File: config.mk
export PLATFORM = sky130hd
export DESIGN_NAME = spi_minion_adapter
export DESIGN_NICKNAME = d
export VERILOG_FILES = /design/src/rtl/spi_minion_adapter.sv
export SDC_FILE = /design/constraint.sdc
export NUM_CORES = 1
export LEC_CHECK = 0
export CAP_MARGIN = 5
export CORE_ASPECT_RATIO = 1.5
export CORE_MARGIN = 1
export CORE_UTILIZATION = 45
export DETAILED_ROUTE_END_ITERATION = 16
export GPL_TIMING_DRIVEN = 0
export PLACE_DENSITY = 0.72
export SLEW_MARGIN = 10
export SYNTH_ARGS = -nofsm -noshare
export SYNTH_HDL_FRONTEND = slang
export SYNTH_SLANG_ARGS = --single-unit
File: constraint.sdc
create_clock -name clk -period 2.56 [get_ports clk]
set_input_delay 0.256 -clock clk [delete_from_list [all_inputs] [get_ports clk]]
set_output_delay 0.256 -clock clk [all_outputs]
set_load 0.03 [all_outputs]
File: src/rtl/spi_minion_adapter.sv
// Frame-level bridge between an SPI minion push/pull port and val/rdy streams.
// Status is snapshotted at frame start and queue updates are committed at frame end.
module spi_minion_adapter #(
  parameter int nbits       = 8,
  parameter int num_entries = 2
) (
  input  logic             clk,
  input  logic             reset,
  input  logic             pull_en,
  output logic [nbits+1:0] pull_msg,
  input  logic             push_en,
  input  logic [nbits+1:0] push_msg,
  output logic             send_val,
  input  logic             send_rdy,
  output logic [nbits-1:0] send_msg,
  input  logic             recv_val,
  output logic             recv_rdy,
  input  logic [nbits-1:0] recv_msg,
  output logic [7:0]       drop_cnt
);

  localparam int PTR_W = (num_entries > 1) ? $clog2(num_entries) : 1;
  localparam int CNT_W = $clog2(num_entries + 1);
  localparam logic [PTR_W-1:0] LAST_PTR = PTR_W'(num_entries - 1);
  localparam logic [CNT_W-1:0] FULL_CNT = CNT_W'(num_entries);

  logic [nbits-1:0] req_mem [num_entries];
  logic [nbits-1:0] rsp_mem [num_entries];

  logic [PTR_W-1:0] req_wr_ptr_reg, req_rd_ptr_reg;
  logic [PTR_W-1:0] rsp_wr_ptr_reg, rsp_rd_ptr_reg;
  logic [CNT_W-1:0] req_count_reg, req_count_next;
  logic [CNT_W-1:0] rsp_count_reg, rsp_count_next;

  logic             snap_space_reg;
  logic             snap_valid_reg;
  logic [nbits-1:0] snap_data_reg;
  logic             recv_rdy_reg;
  logic [7:0]       drop_cnt_reg;

  logic             push_wr, push_rd;
  logic [nbits-1:0] push_data;
  logic             req_full, rsp_empty;
  logic             req_enq, req_deq, rsp_enq, rsp_deq, drop_now;
  logic [nbits-1:0] rsp_head;

  function automatic logic [PTR_W-1:0] ptr_inc(input logic [PTR_W-1:0] p);
    return (p == LAST_PTR) ? '0 : p + PTR_W'(1);
  endfunction

  assign push_wr   = push_msg[nbits+1];
  assign push_rd   = push_msg[nbits];
  assign push_data = push_msg[nbits-1:0];

  assign req_full  = (req_count_reg == FULL_CNT);
  assign rsp_empty = (rsp_count_reg == '0);
  assign rsp_head  = rsp_mem[rsp_rd_ptr_reg];

  // Frame-end decisions use only the snapshot, so they cannot overflow or underflow.
  assign req_enq  = push_en & push_wr & snap_space_reg;
  assign drop_now = push_en & push_wr & ~snap_space_reg;
  assign rsp_deq  = push_en & push_rd & snap_valid_reg;
  assign req_deq  = send_val & send_rdy;
  assign rsp_enq  = recv_val & recv_rdy_reg;

  always_comb begin
    req_count_next = req_count_reg;
    if (req_enq && !req_deq)
      req_count_next = req_count_reg + CNT_W'(1);
    else if (!req_enq && req_deq)
      req_count_next = req_count_reg - CNT_W'(1);
  end

  always_comb begin
    rsp_count_next = rsp_count_reg;
    if (rsp_enq && !rsp_deq)
      rsp_count_next = rsp_count_reg + CNT_W'(1);
    else if (!rsp_enq && rsp_deq)
      rsp_count_next = rsp_count_reg - CNT_W'(1);
  end

  always_ff @(posedge clk) begin
    if (req_enq) req_mem[req_wr_ptr_reg] <= push_data;
    if (rsp_enq) rsp_mem[rsp_wr_ptr_reg] <= recv_msg;
  end

  always_ff @(posedge clk) begin
    if (reset) begin
      req_wr_ptr_reg <= '0;
      req_rd_ptr_reg <= '0;
      rsp_wr_ptr_reg <= '0;
      rsp_rd_ptr_reg <= '0;
      req_count_reg  <= '0;
      rsp_count_reg  <= '0;
      snap_space_reg <= 1'b0;
      snap_valid_reg <= 1'b0;
      snap_data_reg  <= '0;
      recv_rdy_reg   <= 1'b0;
      drop_cnt_reg   <= '0;
    end else begin
      if (req_enq) req_wr_ptr_reg <= ptr_inc(req_wr_ptr_reg);
      if (req_deq) req_rd_ptr_reg <= ptr_inc(req_rd_ptr_reg);
      if (rsp_enq) rsp_wr_ptr_reg <= ptr_inc(rsp_wr_ptr_reg);
      if (rsp_deq) rsp_rd_ptr_reg <= ptr_inc(rsp_rd_ptr_reg);
      req_count_reg <= req_count_next;
      rsp_count_reg <= rsp_count_next;
      recv_rdy_reg  <= (rsp_count_next != FULL_CNT);
      if (drop_now && drop_cnt_reg != 8'hFF)
        drop_cnt_reg <= drop_cnt_reg + 8'd1;
      // A simultaneous pull wins: the push already committed with the old snapshot.
      if (pull_en) begin
        snap_space_reg <= ~req_full;
        snap_valid_reg <= ~rsp_empty;
        snap_data_reg  <= rsp_empty ? '0 : rsp_head;
      end else if (push_en) begin
        snap_space_reg <= 1'b0;
        snap_valid_reg <= 1'b0;
        snap_data_reg  <= '0;
      end
    end
  end

  assign pull_msg = {snap_space_reg, snap_valid_reg, snap_data_reg};
  assign send_val = (req_count_reg != '0);
  assign send_msg = send_val ? req_mem[req_rd_ptr_reg] : '0;
  assign recv_rdy = recv_rdy_reg;
  assign drop_cnt = drop_cnt_reg;

endmodule

==> results.yml <==
cts:
  cts_buffers: 9
  cts_num_sinks: 61
  worstSkewPairLatency_ns: 0.33
  tritoncts: "done"
  root_buffer: "clkbuf_8"
  htreeDepth: 3
  postCtsHoldBufs: 0
  cts.clk_slew.worst_paths_ns: 0.06
  cts_buffer_depth: 2
  post-cts-setup-buffers: 0
  cts_resized: 0
logic_synthesis:
  seq_area_frac_synth_pct: 63.1
  synthesis.area_um2: 2440
  ys_warn_count: 0
  netlist_instances: 192
  synth.distinct_cells: 42
  syn_avg_cell_area_um2: 12.7
  syn-num-nets: 219
  ys_seq_elements: 61
floorplan:
  die_h_um: 92.2
  dieWidth_um: 62.1
  die_area_um2: 5730
  core_region_area_um2: 5160
  rows: 32
  ios: 52
  start_util_pct: 47.3
detailed_routing:
  drt-total-wl_um: 4130
  wl_per_cell_um: 12.6
  vias: 1597
  drt_iter0_drc: 32
  viasPerCell: 4.88
  drcViolationCount: 0
  first_pass_iters: 4
  ant_nets: 0
grt:
  use_met3_pct: 3.11
  grt_pass1_wl_um: 7040
  grt_max_degree: 12
  grt.busiest_layer: "met2"
  antenna_found_initial: 0
  grt_usage_pct: 16.6
  grt_pass1_vias: 1537
  grt_overflow: 0
  use_met1_pct: 18.5
  grt_use_met2_pct: 27.4
cells_and_area:
  nets: 281
  nFillCells: 411
  antennaDiodeCount: 0
  final_core_util_pct: 62.3
  layout-drive-gt1-share_pct: 12.7
  top_regs: "req_mem: 16 flops, rsp_mem: 16 flops"
  final_cells: 327
  final_cell_area_um2: 3220
  area_delta_synth_final_pct: 31.9
power_and_ir_drop:
  leakage_nw: 1.15
  internal-power_mw: 1.83
  power_switching_share_pct: 29.0
  combPwrFrac_pct: 24.6
  ir_drop_mv: 0.614
  clockPowerShare_pct: 30.5
  p_seq_share_pct: 44.9
  total_power_mw: 2.58
  p_per_area_nw_per_um2: 800
  net-switching-power_mw: 0.746
worst_setup_path:
  reg2regPathDepth: 4
  arrival_ns: 1.88
  start_kind: "flop"
  path_buf_inv: 1
  cp_top_family: "buffers and inverters"
  crit_fanout: 9
  cp_common_cell: "nor2_1"
  reg2reg_from: "req_count_reg[0]$_SDFFE_PP0P_"
  slowest_delay_ns: 0.61
  slowest_stage: "clkdlybuf4s50_1"
  setup.worst_path.class: "reg2out"
  worstPathRequired_ns: 2.30
  r2r_end: "req_count_reg[1]$_SDFFE_PP0P_"
  crit_chain: "nor2_1 > nor2_1 > clkdlybuf4s50_1"
  critPathCaptureType: "output port"
  reg2reg_slack_ns: 0.94
timing:
  report.final.slew_viol_count: 0
  timing.fmax_mhz: 469
  tns_ns: 0
  worst_pin_slew_ns: 0.720
  setup_violations: 0
  slew_headroom_pct: 51.9
  min_period_over_period_pct: 83.4
  rsz0062_at_grt: "no"
  layout_min_cycle_time_ns: 2.13
  clock_skew_ns: 0.00774
  hold_viol: 0
  hold_slack_ns: 0.501
  postLayoutSetupSlackWorst_ns: 0.426
min_path:
  hold_path_depth: 2
  min-delay-start: "rsp_rd_ptr_reg$_SDFFE_PP0P_"
  hp-class: "reg2reg"
placement:
  io_buffers: 51
  placedCellCount: 311
  hpwlAfterDp_um: 2950
  place_ws_ns: 0.561
  postPlaceCellArea_um2: 3040
  gp_congestion: 0.761
status:
  status: "finished, final reports clean"
flow_run:
  drv_cap: 0
==> tightest hold or removal path, cell delays in order (launching register included) <==
cell	delay [ns]
dfxtp_1	0.32
xor2_1	0.08
nor2_1	0.07
==> synthesized netlist by cell type, drive strengths merged <==
cell | instances | area share (%)
o21ai | 3 | 0.77
nand4 | 1 | 0.87
o2111ai | 1 | 0.36
mux2i | 10 | 4.1
mux2 | 9 | 4.3
a32oi | 8 | 2.9
and2 | 2 | 0.56
a21oi | 3 | 0.61
or3 | 1 | 0.26
nand2b | 1 | 0.26
a211oi | 1 | 0.31
clkbuf | 2 | 0.31
clkinv | 2 | 0.31
nor2b | 3 | 0.77
a31oi | 2 | 0.51
nor4bb | 1 | 0.41
o211ai | 2 | 0.82
nor3 | 2 | 0.61
edfxtp | 32 | 39
ha | 3 | 1.5
nand3 | 3 | 0.82
dfxtp | 29 | 24
inv | 4 | 0.61
xnor2 | 3 | 1.1
xor2 | 10 | 3.6
and3b | 1 | 0.36
a221oi | 1 | 0.36
nand3b | 1 | 0.31
nor2 | 36 | 5.6
buf | 6 | 1.4
nand2 | 4 | 0.61
and3 | 3 | 0.77
a311oi | 2 | 0.72
==> cell families (layout without fill, tap and decap cells) <==
group / count (synthesis) / in the layout / synth area share [%]
AOI/OAI and AO/OA: 23 / 23 / 7.33
and+or+nand+nor: 59 / 59 / 12.3
adders and majority gates: 3 / 3 / 1.54
xor gates and xnor gates: 13 / 13 / 4.66
buffers and inverters: 14 / 81 / 2.67
DFF: 61 / 61 / 63.1
muxes: 19 / 19 / 8.41
==> final cells by class <==
class	instances	area (um^2)	share of cell area, %
Clock inverter	6	55.1	1.71
Clock buffer	10	128	3.96
Sequential cell	61	1540	47.9
Timing Repair Buffer	51	510	15.9
Tap cell	68	85.1	2.64
Buffer	8	42.5	1.32
Inverter	6	22.5	0.700
Multi-Input combinational cell	117	835	25.9
==> per-layer routing <==
layer	vias to the layer above	part of all wire [%]
met5	-	0
met4	0	2.3
met3	7	3.8
met2	39	49
met1	736	44
li1	815	-
==> how the worst max path moves through the flow <==
stage	cells past startpoint	from	end
after floorplan	5	drop_cnt[0]$_SDFFE_PP0P_	drop_cnt[7]$_SDFFE_PP0P_
after CTS	3	req_count_reg[0]$_SDFFE_PP0P_	send_msg[1]
after global routing	3	req_count_reg[0]$_SDFFE_PP0P_	send_msg[5]
after detailed placement	3	push_en	req_mem[0][5]$_DFFE_PP_
after global placement	3	push_en	req_mem[0][1]$_DFFE_PP_
final	3	req_count_reg[0]$_SDFFE_PP0P_	send_msg[1]
==> power by group through the flow <==
stage / combinational (mW) / clock [mW] / sequential, mW
floorplan: 0.386 / 0 / 1.20
global placement: 0.628 / 0 / 1.18
detailed placement: 0.637 / 0 / 1.18
CTS: 0.640 / 0.813 / 1.16
global route: 0.691 / 0.857 / 1.17
finish: 0.633 / 0.786 / 1.16
==> placed cells by master (no fill, tap or decap), types with 3 or more instances in the layout <==
cell and n:
buf_4 3, and3_1 3, clkbuf_8 9, nor2_1 35
xnor2_1 3, a32oi_1 8, ha_1 3, dfxtp_1 29
mux2_2 8, clkdlybuf4s50_1 51, nand2_1 4, a21oi_1 3
nor2b_1 3, xor2_1 10, clkinv_1 4, edfxtp_1 32
clkbuf_1 3, inv_1 4, mux2i_1 10
Power figures use the tool's default switching activity.
